## src/rtl/onehot_table_controller.sv

```systemverilog
// onehot_table_controller
// Run-time programmable one-hot Moore controller. The next-state table
// NS[state][cond] and the output table OUT[state] live in registers and are
// written through the prog_* port. The present state is a one-hot vector in
// which bit NSTATES-1 stands for state 0. An all-zero vector means idle.
// Any vector with more than one bit set is illegal. The controller returns to
// idle from an illegal vector and sets a sticky error flag.
module onehot_table_controller #(
  parameter int  NSTATES = 7,
  parameter int  NCOND   = 2,
  parameter int  CPW     = 5,
  localparam int SW      = (NSTATES > 1) ? $clog2(NSTATES) : 1
) (
  input  logic               clk,
  input  logic               clr,
  input  logic               start,
  input  logic               en,
  input  logic [NCOND-1:0]   cond,
  input  logic               prog_we,
  input  logic               prog_oe,
  input  logic [SW-1:0]      prog_st,
  input  logic [NCOND-1:0]   prog_col,
  input  logic [SW-1:0]      prog_next,
  input  logic [CPW-1:0]     prog_cp,
  output logic [CPW-1:0]     cp,
  output logic [NSTATES-1:0] pres_state,
  output logic               err
);

  localparam int NCOL = 1 << NCOND;

  localparam logic [NSTATES-1:0] ST_IDLE = {NSTATES{1'b0}};
  localparam logic [NSTATES-1:0] ST_ONE  = {{(NSTATES-1){1'b0}}, 1'b1};
  // One-hot code of state 0 (the MSB of the vector).
  localparam logic [NSTATES-1:0] ST_S0   = {1'b1, {(NSTATES-1){1'b0}}};
  localparam logic [SW:0]        NSTATES_W = (SW+1)'(NSTATES);

  // Classification of the present-state vector.
  typedef enum logic [1:0] {
    MODE_IDLE    = 2'd0,
    MODE_RUN     = 2'd1,
    MODE_ILLEGAL = 2'd2
  } mode_e;

  // Table storage: ns_q[s][c] is the next state index, out_q[s] the control word.
  logic [NSTATES-1:0][NCOL-1:0][SW-1:0] ns_q;
  logic [NSTATES-1:0][CPW-1:0]          out_q;

  logic [NSTATES-1:0] state_q;
  logic [NSTATES-1:0] state_d;
  logic               err_q;
  logic               err_d;

  mode_e              mode_s;
  logic               multi_s;
  logic [SW-1:0]      cur_idx_s;
  logic [SW-1:0]      lookup_s;
  logic               st_ok_s;
  logic               next_ok_s;
  logic               ns_we_s;
  logic               out_we_s;

  // State index -> one-hot vector; out-of-range indices give all-zero.
  function automatic logic [NSTATES-1:0] idx_to_onehot(input logic [SW-1:0] idx);
    logic [NSTATES-1:0] v;
    v = ST_IDLE;
    for (int i = 0; i < NSTATES; i++) begin
      if (idx == SW'(i)) begin
        v[NSTATES-1-i] = 1'b1;
      end else begin
        v[NSTATES-1-i] = 1'b0;
      end
    end
    return v;
  endfunction

  // One-hot vector -> state index; only meaningful for a one-hot input.
  function automatic logic [SW-1:0] onehot_to_idx(input logic [NSTATES-1:0] v);
    logic [SW-1:0] idx;
    idx = {SW{1'b0}};
    for (int i = 0; i < NSTATES; i++) begin
      if (v[NSTATES-1-i]) begin
        idx = idx | SW'(i);
      end else begin
        idx = idx;
      end
    end
    return idx;
  endfunction

  // Classify the present state: idle, legal one-hot, or multiple bits set.
  always_comb begin
    multi_s = ((state_q & (state_q - ST_ONE)) != ST_IDLE);
    if (state_q == ST_IDLE) begin
      mode_s = MODE_IDLE;
    end else if (multi_s) begin
      mode_s = MODE_ILLEGAL;
    end else begin
      mode_s = MODE_RUN;
    end
  end

  // Table lookup for the present state; the lookup sees the pre-write contents.
  always_comb begin
    cur_idx_s = onehot_to_idx(state_q);
    lookup_s  = ns_q[cur_idx_s][cond];
  end

  // Qualify programming writes; out-of-range indices drop the write.
  always_comb begin
    st_ok_s   = ({1'b0, prog_st} < NSTATES_W);
    next_ok_s = ({1'b0, prog_next} < NSTATES_W);
    ns_we_s   = prog_we && st_ok_s && next_ok_s;
    out_we_s  = prog_oe && st_ok_s;
  end

  // Table registers: cleared only by clr, written on the rising edge.
  always_ff @(posedge clk or negedge clr) begin
    if (!clr) begin
      ns_q  <= {(NSTATES*NCOL*SW){1'b0}};
      out_q <= {(NSTATES*CPW){1'b0}};
    end else begin
      if (ns_we_s) begin
        ns_q[prog_st][prog_col] <= prog_next;
      end
      if (out_we_s) begin
        out_q[prog_st] <= prog_cp;
      end
    end
  end

  // Next-state and error: start, then illegal recovery, then hold, then table step.
  always_comb begin
    state_d = state_q;
    err_d   = err_q;
    if (start) begin
      state_d = ST_S0;
      err_d   = 1'b0;
    end else if (mode_s == MODE_ILLEGAL) begin
      state_d = ST_IDLE;
      err_d   = 1'b1;
    end else if (!en) begin
      state_d = state_q;
    end else begin
      case (mode_s)
        MODE_RUN:  state_d = idx_to_onehot(lookup_s);
        MODE_IDLE: state_d = ST_IDLE;
        default:   state_d = ST_IDLE;
      endcase
    end
  end

  // Present-state and sticky error registers.
  always_ff @(posedge clk or negedge clr) begin
    if (!clr) begin
      state_q <= ST_IDLE;
      err_q   <= 1'b0;
    end else begin
      state_q <= state_d;
      err_q   <= err_d;
    end
  end

  // Moore decode: control word of a legal state, zero when idle or illegal.
  always_comb begin
    if (mode_s == MODE_RUN) begin
      cp = out_q[cur_idx_s];
    end else begin
      cp = {CPW{1'b0}};
    end
  end

  assign pres_state = state_q;
  assign err        = err_q;

endmodule
```

## config.mk

```make
export PLATFORM = sky130hd
export DESIGN_NAME = onehot_table_controller
export DESIGN_NICKNAME = d
export VERILOG_FILES = /design/src/rtl/onehot_table_controller.sv
export SDC_FILE = /design/constraint.sdc
export NUM_CORES = 1
export LEC_CHECK = 0
export ABC_CLOCK_PERIOD_IN_PS = 2200
export CAP_MARGIN = 20
export CORE_MARGIN = 2
export CORE_UTILIZATION = 54
export DETAILED_ROUTE_END_ITERATION = 8
export PLACE_DENSITY = 0.72
export SETUP_SLACK_MARGIN = 0.05
export SYNTH_ARGS = -nofsm -noshare
export SYNTH_HDL_FRONTEND = slang
export SYNTH_SLANG_ARGS = --single-unit
```

## constraint.sdc

```tcl
create_clock -name clk -period 2.2 [get_ports clk]
set_input_delay 0.44 -clock clk [delete_from_list [all_inputs] [get_ports clk]]
set_output_delay 0.44 -clock clk [all_outputs]
set_load 0.02 [all_outputs]
```

* After elaboration in Yosys (flattened, before gate mapping)
Cells that the tools add are included.
Word-level totals: register bits after elaboration 127, input port bits 21, output and inout bits 13, word-level logic and storage cells 101
Operators by class: $add $sub $neg 1, order comparisons 8, equal/unequal tests 8, multiplexer cells 36, bitwise logic cells 1, reduce and logical (&&, ||, !) cells 10
Operator list (count):
- $bwmux 84 | 1
- $bmux 12 s3 | 1
- $demux 12 s3 | 1
- $bwmux 35 | 1
- $mux 7 | 4
- $mux 12 | 2
- $bmux 5 s3 | 1
- $demux 5 s3 | 1
- $mux 3 | 5
- $mux 5 | 3
- $mux 1 | 10
- $eq 3x3->1 const B | 3
- $lt 3x4->1 const B | 2
- $mux 2 | 4
- $and 7x7->7 | 1
- $logic_not 7->1 | 1
- $reduce_bool 7->1 | 1
- $sub 7x1->7 const B | 1
- $bmux 3 s2 | 1
- $demux 3 s2 | 1
- $eq 3x2->1 const B | 2
- $lt 2x3->1 const B | 2
- $lt 3x3->1 const B | 2
- $logic_and 1x1->1 | 5
- other kinds (8) | 8

* Longest topological paths before layout
word-level depth 16, mapped depth 10, mapped depth without buffers 7

* Worst setup path after synthesis
Ideal clock, no wire load.
path type reg2out, from register state_q[0], in the netlist pres_state[0], to output cp[2], arrival 2.302 ns, setup slack -0.542 ns, stages on the path, launching flop included 10, cells stage by stage dfrtp_1 buf_6 or3_1 buf_4 buf_1 clkbuf_1 nand2_1 a21oi_1 a21oi_1 a211oi_1
On the way: word-level cells in the longest chain between the ends 7, elaborated cells between the ends (all ways) 11, those cells by class add/sub: 1; eq/ne: 1; mux: 6; bitwise: 1; reduce/logical: 2
Ends and longest elaborated chain:
- start, declared | line 49 | logic [NSTATES-1:0] state_q;
- start signal, assigned | line 159 | state_q <= state_d;
- $sub 7x1->7 | line 93 | multi_s = ((state_q & (state_q - ST_ONE)) != ST_IDLE);
- $and 7x7->7 | line 93
- $reduce_bool 7->1 | line 93
- $mux 2 | line 96 | end else if (multi_s) begin
- $mux 2 | line 94 | if (state_q == ST_IDLE) begin
- $eq 2x1->1 | line 166 | if (mode_s == MODE_RUN) begin
- $mux 5 * | line 166
- end, declared | line 25 | output logic [CPW-1:0] cp,
Every way passes the cells marked *; elsewhere a longest branch is shown, timed or not. The select of a mux whose other input is x is not followed.

* Final worst setup path
from register state_q[1], in the netlist pres_state[1], to register state_q[1], in the netlist pres_state[1]
On the way: word-level cells in the longest chain between the ends 12, elaborated cells between the ends (all ways) 21, those cells by class add/sub: 1; eq/ne: 3; mux: 13; bitwise: 1; reduce/logical: 3
Ends and longest elaborated chain:
- $mux 3 (2 in a row) | line 82 | if (v[NSTATES-1-i]) begin
- $bmux 12 s3 | line 106 | lookup_s = ns_q[cur_idx_s][cond];
- $mux 12 (not written as such) | line 106
- $bmux 3 s2 | line 106
- $mux 3 (not written as such) | line 106
- $eq 3x3->1 | line 68 | if (idx == SW'(i)) begin
- $mux 1 | line 68
- $mux 7 | line 145 | case (mode_s)
- $mux 7 | line 142 | end else if (!en) begin
- $mux 7 | line 139 | end else if (mode_s == MODE_ILLEGAL) begin
- $mux 7 | line 136 | if (start) begin
Parallel ways exist; a longest one is shown, timed or not. The select of a mux whose other input is x is not followed. A chain may end at the register's enable or synchronous reset.

==> reports/qor.csv <==
metric,value,unit
status,"complete, but fails checks",
violations,negative setup slack,
final_antenna_net_count,0,
fp.dieH,112,microns
rsz0062_at_grt,true,
rr_worst_depth,9,
critPathCaptureType,register,
synth_ff_type,dfrtp_1,
final_common_cell,mux2_2,
fin_crit_sh,121,%
track_usage,30.5,%
yosysWarnings,0,
ys_types,59,
synthCells,561,
arrival,3.01,ns
r2r_slack,-0.46,ns
fin_crit,2.66,ns
clkSlewWorstSetupHoldPaths,0.06,ns
power.leakage,3.94,nW
rows,39,
gr-total-overflow,0,
dp_hpwl,12000,microns
drt-vias-per-instance,6.18,
numCtsBuffers,17,
min_path_type,input pin to async pin,
core_area,0.0114,sq mm
synth_seq_cells,127,
crit_chain,or3_4 -> buf_12 -> buf_8 -> nor2_4 -> nand2_1 -> a221o_1 -> a211oi_4 -> or3b_4 -> o21ai_1,
syn_avg_cell_area,11.3,sq um
final_cell_mix,"123 x mux2_2, 122 x dfrtp_1, 95 x buf_4, 62 x nand2_1, 30 x nor2_1",
cpPeakStageDelay,0.49,ns
cp-start-kind,register,
pre_cts_slack,-0.509,ns
nets,717,
ioPinCount,34,
p_per_area,1690,mW/mm^2
utilization,76.8,%
finClkSkew,0.00799,ns
grt_pass1_wl,29000,microns
setup_slack,-0.461,ns
synth_enable_flop_cells,0,
grt_start_max_net_pins,55,
drv_cap,0,
syn_area,0.00633,sq mm
first_pass_iters,5,
setup_viol,12,
multi_input_comb_area,0.00336,sq mm
grt_pass1_vias,5334,
fmax,0.376,GHz
required,2.55,ns
max_slew_margin,72.4,%
drive_gt1_share,50.4,%
cts_tree,built,
r2r-end,pres_state[1],
dp.cells,793,
slowest_stage,dfrtp_2,
final_cells,851,
clock_latency,0.43,ns
antenna_found_initial,0,
die_x,112,microns
start_util,55.5,%
cts-root-buf,clkbuf_16,
ctsLongestPathBuffers,2,
first_iter_violations,558,
seq_area,0.00318,sq mm
worstPathMaxFanout,8,
clock-sinks,127,
wl,18900,microns
maxSlewViolCount,0,
diodes,0,
routabilityCongestion,0.917,
r2r-start,pres_state[1],
syn_to_final_growth,38.5,%
synth_fp_nets,582,
synthArstFlopShare,100,%
yosysSeqAreaShare,50.2,%
num_vias,5255,
vdd_ir_drop_max,1500,uV
critical_path_class,register to register,
tightest_slew,0.415,ns
h-tree-depth,4,
port_buffers,33,
drcViolationCount,0,
post_drt_wl_per_cell,22.2,microns
die_area,0.0126,sq mm
final-hold-violation-count,0,
n_fill_cell,670,
sequential cells by signal, summed over array words and instances (netlist names):
signal      count
err             1
pres_state      7
ns_q           84
out_q          35
cell families (layout without fill, tap and decap cells):
family | after synthesis | after routing | synth area share, %
AND/OR/NAND/NOR | 163 | 163 | 12.3
multiplexers | 136 | 136 | 24.0
flip-flops | 127 | 127 | 50.2
AO/OA/AOI/OAI | 92 | 92 | 9.96
buffers and inverters | 40 | 187 | 3.06
adder cells (fa/ha/maj) | 2 | 2 | 0.316
XOR/XNOR | 1 | 1 | 0.138
cells in the mapped netlist, types with 5 or more instances:
master | n | share of area (%)
a221oi_1 | 6 | 0.83
nor3_1 | 7 | 0.55
dfrtp_1 | 127 | 50
nand3_1 | 21 | 1.7
o21ai_0 | 13 | 1.0
nor2_1 | 31 | 1.8
a211oi_1 | 7 | 0.83
a22oi_1 | 6 | 0.71
mux2i_1 | 11 | 1.7
clkbuf_1 | 18 | 1.1
a21oi_1 | 29 | 2.3
nand2_1 | 67 | 4.0
buf_2 | 8 | 0.63
inv_1 | 5 | 0.30
mux2_2 | 123 | 22
or3_1 | 7 | 0.69
per-layer routing:
metal | wire length [microns] | track usage, %
met2 | 9340 | 48.4
met3 | 1150 | 7.34
met4 | 555 | 13.8
met1 | 7880 | 40.0
met5 | 0 | 0
worst max path at each step:
| stage | slack (ns) | from | cells past startpoint | endpoint |
|---|---|---|---|---|
| 6_report | -0.46 | pres_state[1] | 9 | pres_state[1] |
| 2_1_floorplan | -0.23 | pres_state[0] | 10 | pres_state[5] |
| 3_5_place_dp | -0.51 | pres_state[1] | 6 | cp[1] |
| 3_3_place_gp | -0.52 | pres_state[1] | 6 | cp[0] |
| 4_1_cts | -0.43 | pres_state[1] | 9 | pres_state[2] |
| 5_1_grt | -0.52 | pres_state[1] | 9 | pres_state[6] |
area by class of cell:
| cell class | count | area share (%) |
|---|---|---|
| repair buffers | 151 | 15.9 |
| well taps | 143 | 2.04 |
| multi-input cells | 394 | 38.3 |
| inverters | 5 | 0.214 |
| clock buffers | 22 | 5.52 |
| clock inverters | 9 | 1.77 |
| flip-flops and latches | 127 | 36.3 |
what timing repair did:
item                       in CTS  in global routing
hold endpoints to repair       12                  0
hold buffers                    1                  0
cloned                          0                  1
pin swaps                      14                 28
setup endpoints to repair      13                 15
resized for setup              78                 37
buffers inserted               18                  9
report_power, final:
group	switching [mW]	leakage [nW]	internal, mW
Clock	1.03	0.313	2.01
Sequential	0.390	1.60	2.83
Combinational	4.40	2.02	4.19
Total	5.82	3.94	9.03
worst max-delay path, delay by kind of cell (launching register included):
family | cells | cell delay, ns
and+or+nand+nor | 4 | 1.03
buffers and inverters | 2 | 0.30
AOI/OAI and AO/OA | 3 | 0.76
DFF | 1 | 0.49
per-stage QoR:
stage | cell area (sq um) | hold slack (ns) | power [mW] | TNS (ns)
after floorplan | 6530 | 0.144 | 7.42 | -1.70
final | 8770 | 0.417 | 14.8 | -4.91
after global placement | 7550 | 0.309 | 9.83 | -7.19
after detailed placement | 7550 | 0.315 | 9.92 | -8.73
after CTS | 8570 | 0.415 | 14.1 | -4.60
after global routing | 8770 | 0.434 | 15.4 | -5.78
(Power assumes the default switching activity.)
